$ cat config.mk
export PLATFORM = sky130hd
export DESIGN_NAME = sprite_renderer
export DESIGN_NICKNAME = d
export VERILOG_FILES = /design/src/rtl/video_pkg.sv /design/src/rtl/sprite_pos_latch.sv /design/src/rtl/sprite_renderer.sv
export SDC_FILE = /design/constraint.sdc
export NUM_CORES = 1
export LEC_CHECK = 0
export ABC_AREA = 1
export BUFFER_PORTS_ARGS = -buffer_cell sky130_fd_sc_hd__buf_2
export CORE_MARGIN = 5
export CORE_UTILIZATION = 30
export DETAILED_ROUTE_END_ITERATION = 8
export HOLD_SLACK_MARGIN = 0.12
export MAX_ROUTING_LAYER = met4
export SLEW_MARGIN = 0
export SYNTH_ARGS = -nofsm -noshare
export SYNTH_HDL_FRONTEND = slang
export SYNTH_SLANG_ARGS = --single-unit
$ cat constraint.sdc
create_clock -name clock -period 2.8 [get_ports clock]
set_input_delay 0.56 -clock clock [delete_from_list [all_inputs] [get_ports clock]]
set_output_delay 0.56 -clock clock [all_outputs]
set_load 0.02 [all_outputs]
$ cat src/rtl/video_pkg.sv
// Shared video constants and types for the sprite path.
//   COORD_W            : scan coordinate width
//   SPRITE_W/SPRITE_H  : default sprite size in pixels
//   KEY_COLOUR         : default transparent colour key
//   pos_t              : packed (x, y) sprite position
//   upd_state_t        : position update FSM states
package video_pkg;

    localparam int          COORD_W    = 10;
    localparam int          SPRITE_W   = 8;
    localparam int          SPRITE_H   = 16;
    localparam logic [23:0] KEY_COLOUR = 24'h000000;

    typedef logic [COORD_W-1:0] coord_t;

    typedef struct packed {
        coord_t x;
        coord_t y;
    } pos_t;

    typedef enum logic {
        UPD_EMPTY   = 1'b0,
        UPD_PENDING = 1'b1
    } upd_state_t;

endpackage

$ cat src/rtl/sprite_pos_latch.sv
// Double-buffered sprite position. A new position is accepted through a
// valid/ready handshake into a pending slot and only becomes active on
// frame_start, so a frame is never rendered with two positions.
//   clock, reset_n        : clock, async active-low reset
//   frame_start           : frame boundary pulse
//   pos_valid/pos_x/pos_y : offered position
//   pos_ready             : slot free (EMPTY state)
//   active                : position used by the renderer
module sprite_pos_latch
    import video_pkg::*;
#(
    parameter coord_t INIT_X = '0,
    parameter coord_t INIT_Y = '0
) (
    input  logic   clock,
    input  logic   reset_n,
    input  logic   frame_start,
    input  logic   pos_valid,
    input  coord_t pos_x,
    input  coord_t pos_y,
    output logic   pos_ready,
    output pos_t   active
);

    upd_state_t state_q, state_d;
    pos_t       pend_q, pend_d;
    pos_t       act_d;
    logic       xfer;

    always_ff @(posedge clock or negedge reset_n) begin
        if (!reset_n) begin
            state_q <= UPD_EMPTY;
            pend_q  <= '0;
            active  <= '{x: INIT_X, y: INIT_Y};
        end else begin
            state_q <= state_d;
            pend_q  <= pend_d;
            active  <= act_d;
        end
    end

    always_comb begin
        state_d   = state_q;
        pend_d    = pend_q;
        act_d     = active;
        pos_ready = (state_q == UPD_EMPTY);
        xfer      = pos_valid && pos_ready;
        case (state_q)
            UPD_EMPTY: begin
                if (xfer && frame_start) begin
                    // Frame boundary coincides with the offer: skip the
                    // pending slot and go live immediately.
                    act_d = '{x: pos_x, y: pos_y};
                end else if (xfer) begin
                    pend_d  = '{x: pos_x, y: pos_y};
                    state_d = UPD_PENDING;
                end
            end
            UPD_PENDING: begin
                if (frame_start) begin
                    act_d   = pend_q;
                    state_d = UPD_EMPTY;
                end
            end
            default: state_d = UPD_EMPTY;
        endcase
    end

endmodule

$ cat src/rtl/sprite_renderer.sv
// Single-sprite overlay on a scan stream. Two-stage pipeline, one pixel per
// cycle, no stalls:
//   stage 1 : sprite window test, bitmap offset (xofs/yofs), bg delay
//   stage 2 : colour-key test against the external bitmap colour, mux
// Ports:
//   clock, reset_n                 : clock, async active-low reset
//   frame_start                    : frame boundary pulse
//   pix_valid/pix_x/pix_y/bg_colour: scan pixel in
//   pos_valid/pos_x/pos_y/pos_ready: sprite position handshake
//   xofs/yofs                      : bitmap lookup address (registered)
//   sprite_rgb                     : bitmap colour for xofs/yofs (comb)
//   out_valid/out_colour/out_hit   : composited pixel out
module sprite_renderer
    import video_pkg::COORD_W, video_pkg::coord_t, video_pkg::pos_t;
#(
    parameter int          SPRITE_W   = video_pkg::SPRITE_W,
    parameter int          SPRITE_H   = video_pkg::SPRITE_H,
    parameter logic [23:0] KEY_COLOUR = video_pkg::KEY_COLOUR,
    parameter coord_t      INIT_X     = '0,
    parameter coord_t      INIT_Y     = '0
) (
    input  logic               clock,
    input  logic               reset_n,
    input  logic               frame_start,
    input  logic               pix_valid,
    input  logic [COORD_W-1:0] pix_x,
    input  logic [COORD_W-1:0] pix_y,
    input  logic [23:0]        bg_colour,
    input  logic               pos_valid,
    input  logic [COORD_W-1:0] pos_x,
    input  logic [COORD_W-1:0] pos_y,
    output logic               pos_ready,
    output logic [15:0]        xofs,
    output logic [15:0]        yofs,
    input  logic [23:0]        sprite_rgb,
    output logic               out_valid,
    output logic [23:0]        out_colour,
    output logic               out_hit
);

    // Sprite extents widened by one bit so the window end never wraps;
    // a sprite hanging off the right/bottom edge is simply clipped.
    localparam logic [COORD_W:0] W_EXT = SPRITE_W[COORD_W:0];
    localparam logic [COORD_W:0] H_EXT = SPRITE_H[COORD_W:0];

    pos_t act;

    sprite_pos_latch #(
        .INIT_X (INIT_X),
        .INIT_Y (INIT_Y)
    ) u_pos (
        .clock       (clock),
        .reset_n     (reset_n),
        .frame_start (frame_start),
        .pos_valid   (pos_valid),
        .pos_x       (pos_x),
        .pos_y       (pos_y),
        .pos_ready   (pos_ready),
        .active      (act)
    );

    // ---------------- stage 1 ----------------
    logic [COORD_W:0]   sx_end, sy_end;
    logic [COORD_W-1:0] dx, dy;
    logic               hit_c;

    always_comb begin
        sx_end = {1'b0, act.x} + W_EXT;
        sy_end = {1'b0, act.y} + H_EXT;
        hit_c  = pix_valid
              && (pix_x >= act.x) && ({1'b0, pix_x} < sx_end)
              && (pix_y >= act.y) && ({1'b0, pix_y} < sy_end);
        dx     = pix_x - act.x;
        dy     = pix_y - act.y;
    end

    logic [2:1]  vld_pipe;
    logic        hit1;
    logic [23:0] bg1;

    always_ff @(posedge clock or negedge reset_n) begin
        if (!reset_n) begin
            vld_pipe <= '0;
            hit1     <= 1'b0;
            bg1      <= '0;
            xofs     <= '0;
            yofs     <= '0;
        end else begin
            vld_pipe <= {vld_pipe[1], pix_valid};
            hit1     <= hit_c;
            bg1      <= bg_colour;
            xofs     <= hit_c ? {{(16-COORD_W){1'b0}}, dx} : 16'd0;
            yofs     <= hit_c ? {{(16-COORD_W){1'b0}}, dy} : 16'd0;
        end
    end

    // ---------------- stage 2 ----------------
    logic opaque;
    assign opaque = hit1 && (sprite_rgb != KEY_COLOUR);

    always_ff @(posedge clock or negedge reset_n) begin
        if (!reset_n) begin
            out_hit    <= 1'b0;
            out_colour <= '0;
        end else begin
            out_hit    <= opaque;
            // Idle slots output black rather than a stale background.
            out_colour <= !vld_pipe[1] ? 24'd0 : (opaque ? sprite_rgb : bg1);
        end
    end

    assign out_valid = vld_pipe[2];

endmodule

# --- Word level (Yosys, flattened, before mapping) ---
# Index checks and enable logic that the tools add are counted.
op_classes:
  add_sub_neg: 4
  order_cmp: 4
  n_eq_ne: 2
  mux: 11
  bitwise: 2
  reduce_logical: 10
op_table:
  columns: ["operator", "n"]
  rows:
  - ["24-bit 2-to-1 mux", 2]
  - ["20-bit 2-to-1 mux", 2]
  - ["20-bit case mux with 2 select lines", 1]
  - ["24-bit nonzero test", 1]
  - ["10-bit by 11-bit less-than comparator with 1-bit output", 2]
  - ["10-bit >= comparator", 2]
  - ["10-bit 2-to-1 mux", 2]
  - ["10-bit subtractor", 2]
  - ["10-bit by 4-bit adder with 11-bit output, second input constant", 1]
  - ["10-bit by 5-bit adder with 11-bit output, second input constant", 1]
  - ["1-bit logical AND", 7]
  - ["1-bit 2-to-1 mux", 3]
  - ["3-bit AND reduction", 1]
  - ["2-bit by 1-bit inequality test with 1-bit output, second input constant", 1]
  - ["2-bit inequality test, second input constant", 1]
  - ["1-bit NOT", 2]
  - ["1-bit case mux with 2 select lines", 1]
  - ["2-bit AND reduction", 1]
word_totals:
  regBits: 113
  input_bits: 93
  out_inout_bits: 59
  wordCells: 45

# --- Longest topological paths before layout ---
logic_depth:
  word_depth: 6
  mapped_depth: 14
  ltp_nobuf: 13

# --- Hierarchy ---
# Synthesis repeated with hierarchy kept, for this count alone.
hier_totals:
  cells_unflattened: 736
  area_unflattened_um2: 6064.6
modules_own_cells:
  columns: ["mod", "n_inst", "cells_each", "area_each_um2", "seq_area_each_um2"]
  rows:
  - ["sprite_renderer", 1, 492, 4210.3, 1801.7]
  - ["sprite_pos_latch", 1, 244, 1854.3, 1026.0]

# --- Worst setup path before layout ---
# Ideal clock, no wire load.
synth_timing:
  kind: "input port to flip-flop"
  startpoint: "in pix_x[0]"
  endpoint: "reg xofs[2]"
  setup_time_ns: 0.121
  t_arrival_ns: 1.910
  slack_ns: 0.769
  cell_stages: 13
  path_cell_list: "inv_1 -> ha_1 -> inv_2 -> fa_1 -> clkinv_1 -> nor3_2 -> nor2_2 -> nand3_1 -> nand2_1 -> nor2_2 -> nand3_2 -> buf_6 -> nor2_2"
synth_between:
  elab_chain_len: 6
  elab_cells_between_ends: 8
  cone_classes: "1 x add/sub; 2 x order compare; 1 x mux; 4 x reduce/logical"
synth_rtl:
  columns: ["element", "line_no", "source"]
  rows:
  - ["start, declared", "sprite_renderer.sv:26", "input logic [COORD_W-1:0] pix_x,"]
  - ["10-bit >= comparator", "sprite_renderer.sv:71", "&& (pix_x >= act.x) && ({1'b0, pix_x} < sx_end)"]
  - ["1-bit logical AND (2 in series)", "sprite_renderer.sv:71", null]
  - ["1-bit logical AND (2 in series)", "sprite_renderer.sv:72", "&& (pix_y >= act.y) && ({1'b0, pix_y} < sy_end);"]
  - ["10-bit 2-to-1 mux (*)", "sprite_renderer.sv:92", "xofs <= hit_c ? {{(16-COORD_W){1'b0}}, dx} : 16'd0;"]
  - ["end signal, assigned", "sprite_renderer.sv:92", null]
  - ["end, declared", "sprite_renderer.sv:33", "output logic [15:0] xofs,"]
# Mark *: on every way between the ends. The rest lies on a longest branch, timed or not.
# A chain may end at the register's enable or synchronous reset.

# --- Worst setup path in the final report ---
layout_timing:
  startpoint: "reg u_pos.active[4] (netlist name)"
  endpoint: "reg xofs[9]"
layout_between:
  elab_chain_len: 4
  elab_cells_between_ends: 6
  cone_classes: "1 x add/sub; 2 x order compare; 1 x mux; 2 x reduce/logical"
layout_rtl:
  columns: ["element", "line_no", "source"]
  rows:
  - ["start, declared", "sprite_pos_latch.sv:22", "output pos_t active"]
  - ["start signal, assigned", "sprite_pos_latch.sv:34", "active <= '{x: INIT_X, y: INIT_Y};"]
  - ["start signal, assigned", "sprite_pos_latch.sv:38", "active <= act_d;"]
  - ["10-bit by 5-bit adder with 11-bit output or 10-bit >= comparator (tied branches)", "sprite_renderer.sv:69, sprite_renderer.sv:72", null]
  - ["10-bit by 11-bit less-than comparator with 1-bit output or 1-bit logical AND (tied branches)", "sprite_renderer.sv:72", null]
  - ["1-bit logical AND (*)", "sprite_renderer.sv:72", null]
  - ["10-bit 2-to-1 mux (*)", "sprite_renderer.sv:92", null]
# Marks and branches as above.

==> key figures <==
Place
  – Post-Place Worst Slack: 0.506 ns
  – RePlAce Congestion: 0.818
  – DP HPWL: 10,700 um
  – Placed insts: 1,006
  – IO Port Bufs: 139

Routing
  – Highest routed layer: met4
  – First-pass iteration count of the detailed router: 4
  – Vias per Instance: 4.38
  – Met2 WL: 5900 um
  – Wire length on met1: 6900 um
  – DR vias: 4,551
  – DRC violations left: 0
  – ANT nets after route: 0
  – Metal3 WL: 924 um
  – Iter 0 DRT Violations: 177
  – WL final: 14,000 um
  – Wire length per cell: 13.5 um

Run
  – Max-cap violations: 0

Timing
  – FMAX: 0.482 GHz
  – Setup ws final: 0.727 ns
  – Setup TNS: 0 ns
  – Final Critical Period: 2.07 ns
  – Slew margin rel.: 50.5%
  – Fin. max-slew vios: 0
  – Count of final setup violators: 0
  – Final hold vios: 0
  – RSZ-0062 raised after global routing: false
  – Tightest Pin Transition: 0.740 ns
  – Final Cycle Share: 74.0%
  – Fin Clk Skew: 0.00942 ns
  – Final hold slack: 0.124 ns

CTS
  – CTS clk-pin slew, worst paths: 0.06 ns
  – Htree depth: 4
  – Clk_lat worst skew: 0.42 ns
  – Clock Path Buffers: 2
  – Root Driver: clkbuf_16
  – Total setup buffers inserted after CTS: 0
  – Clock sink count: 113
  – Resize count post-CTS: 0
  – CTS Buf Count: 17
  – TritonCTS clock tree: built
  – CTS hold repair buffers: 0

Logic synthesis
  – Number of synthesized flops with an enable pin: 0
  – Synth top cells by count: nand2_1, dfrtp_1, nor2_1
  – Prevailing post-synth register cell: dfrtp_1
  – Synthesized instance count: 649
  – Synth top area cells: dfrtp_1, ha_1, nand2_1, nor2_1, inv_1
  – Synth warnings: 0
  – Synth area leader: dfrtp_1
  – Yosys top cell area share: 49.2%
  – Mapped Area: 5740 um2
  – Ys async rst share: 100%
  – Count leader, synth: nand2_1
  – Synthesized area per cell: 8.85 um2
  – Netlist cell types: 39
  – Register area share after synthesis: 49.2%
  – #FFs+latches synth: 113

Setup path
  – CP max stage delay: 0.40 ns
  – Critical path required time: 3.15 ns
  – Setup crit start: u_pos.active[4]
  – CP max-delay cell: dfrtp_1
  – Critical path endpoint category: flop
  – Critical path cell sequence: ha_1 -> xnor2_1 -> ha_1 -> a21o_1 -> a21oi_1 -> nand2_1 -> nand2_1 -> nand2_1 -> nor2_2 -> nand3_2 -> buf_12 -> nor2_1
  – CP delay by family, top: adder cells
  – CP Max Fanout: 21
  – Worst path bufs/invs: 1
  – Setup crit start kind: flop
  – Worst Path Arrival: 2.42 ns
  – Most frequent CP cell: nand2_1
  – Worst reg2reg path startpoint: u_pos.active[4]
  – Worst setup path category: reg2reg

Floorplan
  – Core area: 18,800 um2
  – Num rows: 50
  – Die height: 148 um
  – I/O Pins: 152
  – DIE WIDTH: 148 um
  – Initial cell density of the core: 30.6%
  – Die Area: 22,000 um2

Power
  – Maximum vdd ir drop: 0.411 mV
  – PD cells: 713 nW/um2
  – Static leakage power: 0.00378 uW

Finish
  – Util after Layout: 38.7%
  – Layout cells sized above 1: 27.1%
  – Final Non-Filler Cells: 1,039
  – Fillers: 1,891
  – # nets final: 921
  – Area Overhead vs Synth: 26.3%

GRT
  – Overflow after GRT: 0
  – Largest net degree at the start of global routing: 54
  – Initial antenna violation count: 1
  – Vias in the first global route: 4,481
  – GRT Resource Usage Total: 13.5%
  – Global-route wire length before repair: 22,700 um

Outcome
  – Status: completed

Worst hold path
  – Hold Path Class: in2async
## flip-flops by register name, summed over array words and instances (netlist names)
| name | flops |
|---|---|
| out_hit | 1 |
| hit1 | 1 |
| u_pos.active | 20 |
| vld_pipe | 2 |
| bg1 | 24 |
| yofs | 10 |
| xofs | 10 |
| out_colour | 24 |
| u_pos.state_q | 1 |
| u_pos.pend_q | 20 |
## worst reg2reg max path: stages, from the launching register on
cell and delay (ns):
dfrtp_1 0.40, ha_1 0.24, xnor2_1 0.13, ha_1 0.29, a21o_1 0.18, a21oi_1 0.12
nand2_1 0.08, nand2_1 0.08, nand2_1 0.06, nor2_2 0.08, nand3_2 0.08, buf_12 0.18
nor2_1 0.09
## cell families after synthesis
group                      count (synthesis)  share of synthesized area (%)
buffers and inverters                    109                           8.32
and+or+nand+nor                          251                           19.0
other                                      1                         0.0653
muxes                                      2                          0.392
xor gates and xnor gates                  23                           3.51
DFF                                      113                           49.2
adders and majority gates                 37                           8.32
AOI/OAI and AO/OA                        113                           11.2
## stage by stage
step / cell area, um2 / total power (uW)
after floorplan: 5780 / 2720
after global placement: 6660 / 3050
after detailed placement: 6660 / 3060
after CTS: 7250 / 5250
after global routing: 7250 / 5510
final: 7250 / 5180
## metal layers
layer	track usage, %	vias to the layer above
li1	-	2358
met1	17.8	2032
met2	20.1	147
met3	3.75	14
met4	4.76	0
met5	-	-
## power by group
| group | total (uW) | switching [uW] | internal, uW |
|---|---|---|---|
| clock network | 2160 | 819 | 1340 |
| registers | 1870 | 79.0 | 1790 |
| logic | 1150 | 716 | 431 |
## final cells by class
type / count / area, um2 / area share, %
Tap cell: 234 / 293 / 4.04
Timing Repair Buffer: 146 / 776 / 10.7
Sequential cell: 113 / 2830 / 39.0
Inverter: 75 / 282 / 3.88
Clock inverter: 14 / 153 / 2.10
Multi-Input combinational cell: 438 / 2480 / 34.2
Clock buffer: 18 / 439 / 6.05
Antenna cell: 1 / 2.50 / 0.0345
## final timing paths
path,slack (ns),endpoint,cells after the start
max,0.73,xofs[9],12
min,0.12,bg1[10],1
max reg2reg,0.73,xofs[9],12
min reg2reg,0.48,out_colour[17],2
max in group asynchronous,1.97,u_pos.active[3],2
min in group clock,0.25,bg1[0],1
## cells in the final DEF, fill, tap and decap left out, types with 16 or more instances in the layout
cell,instances
o211ai_1,18
buf_2,138
a21oi_1,16
dfrtp_1,113
xor2_1,17
nor2_2,19
o21ai_0,24
o21ai_1,40
ha_1,35
clkbuf_16,17
inv_1,60
nor2_1,79
nand3_1,16
nand2_1,115
Power figures use the tool's default switching activity.
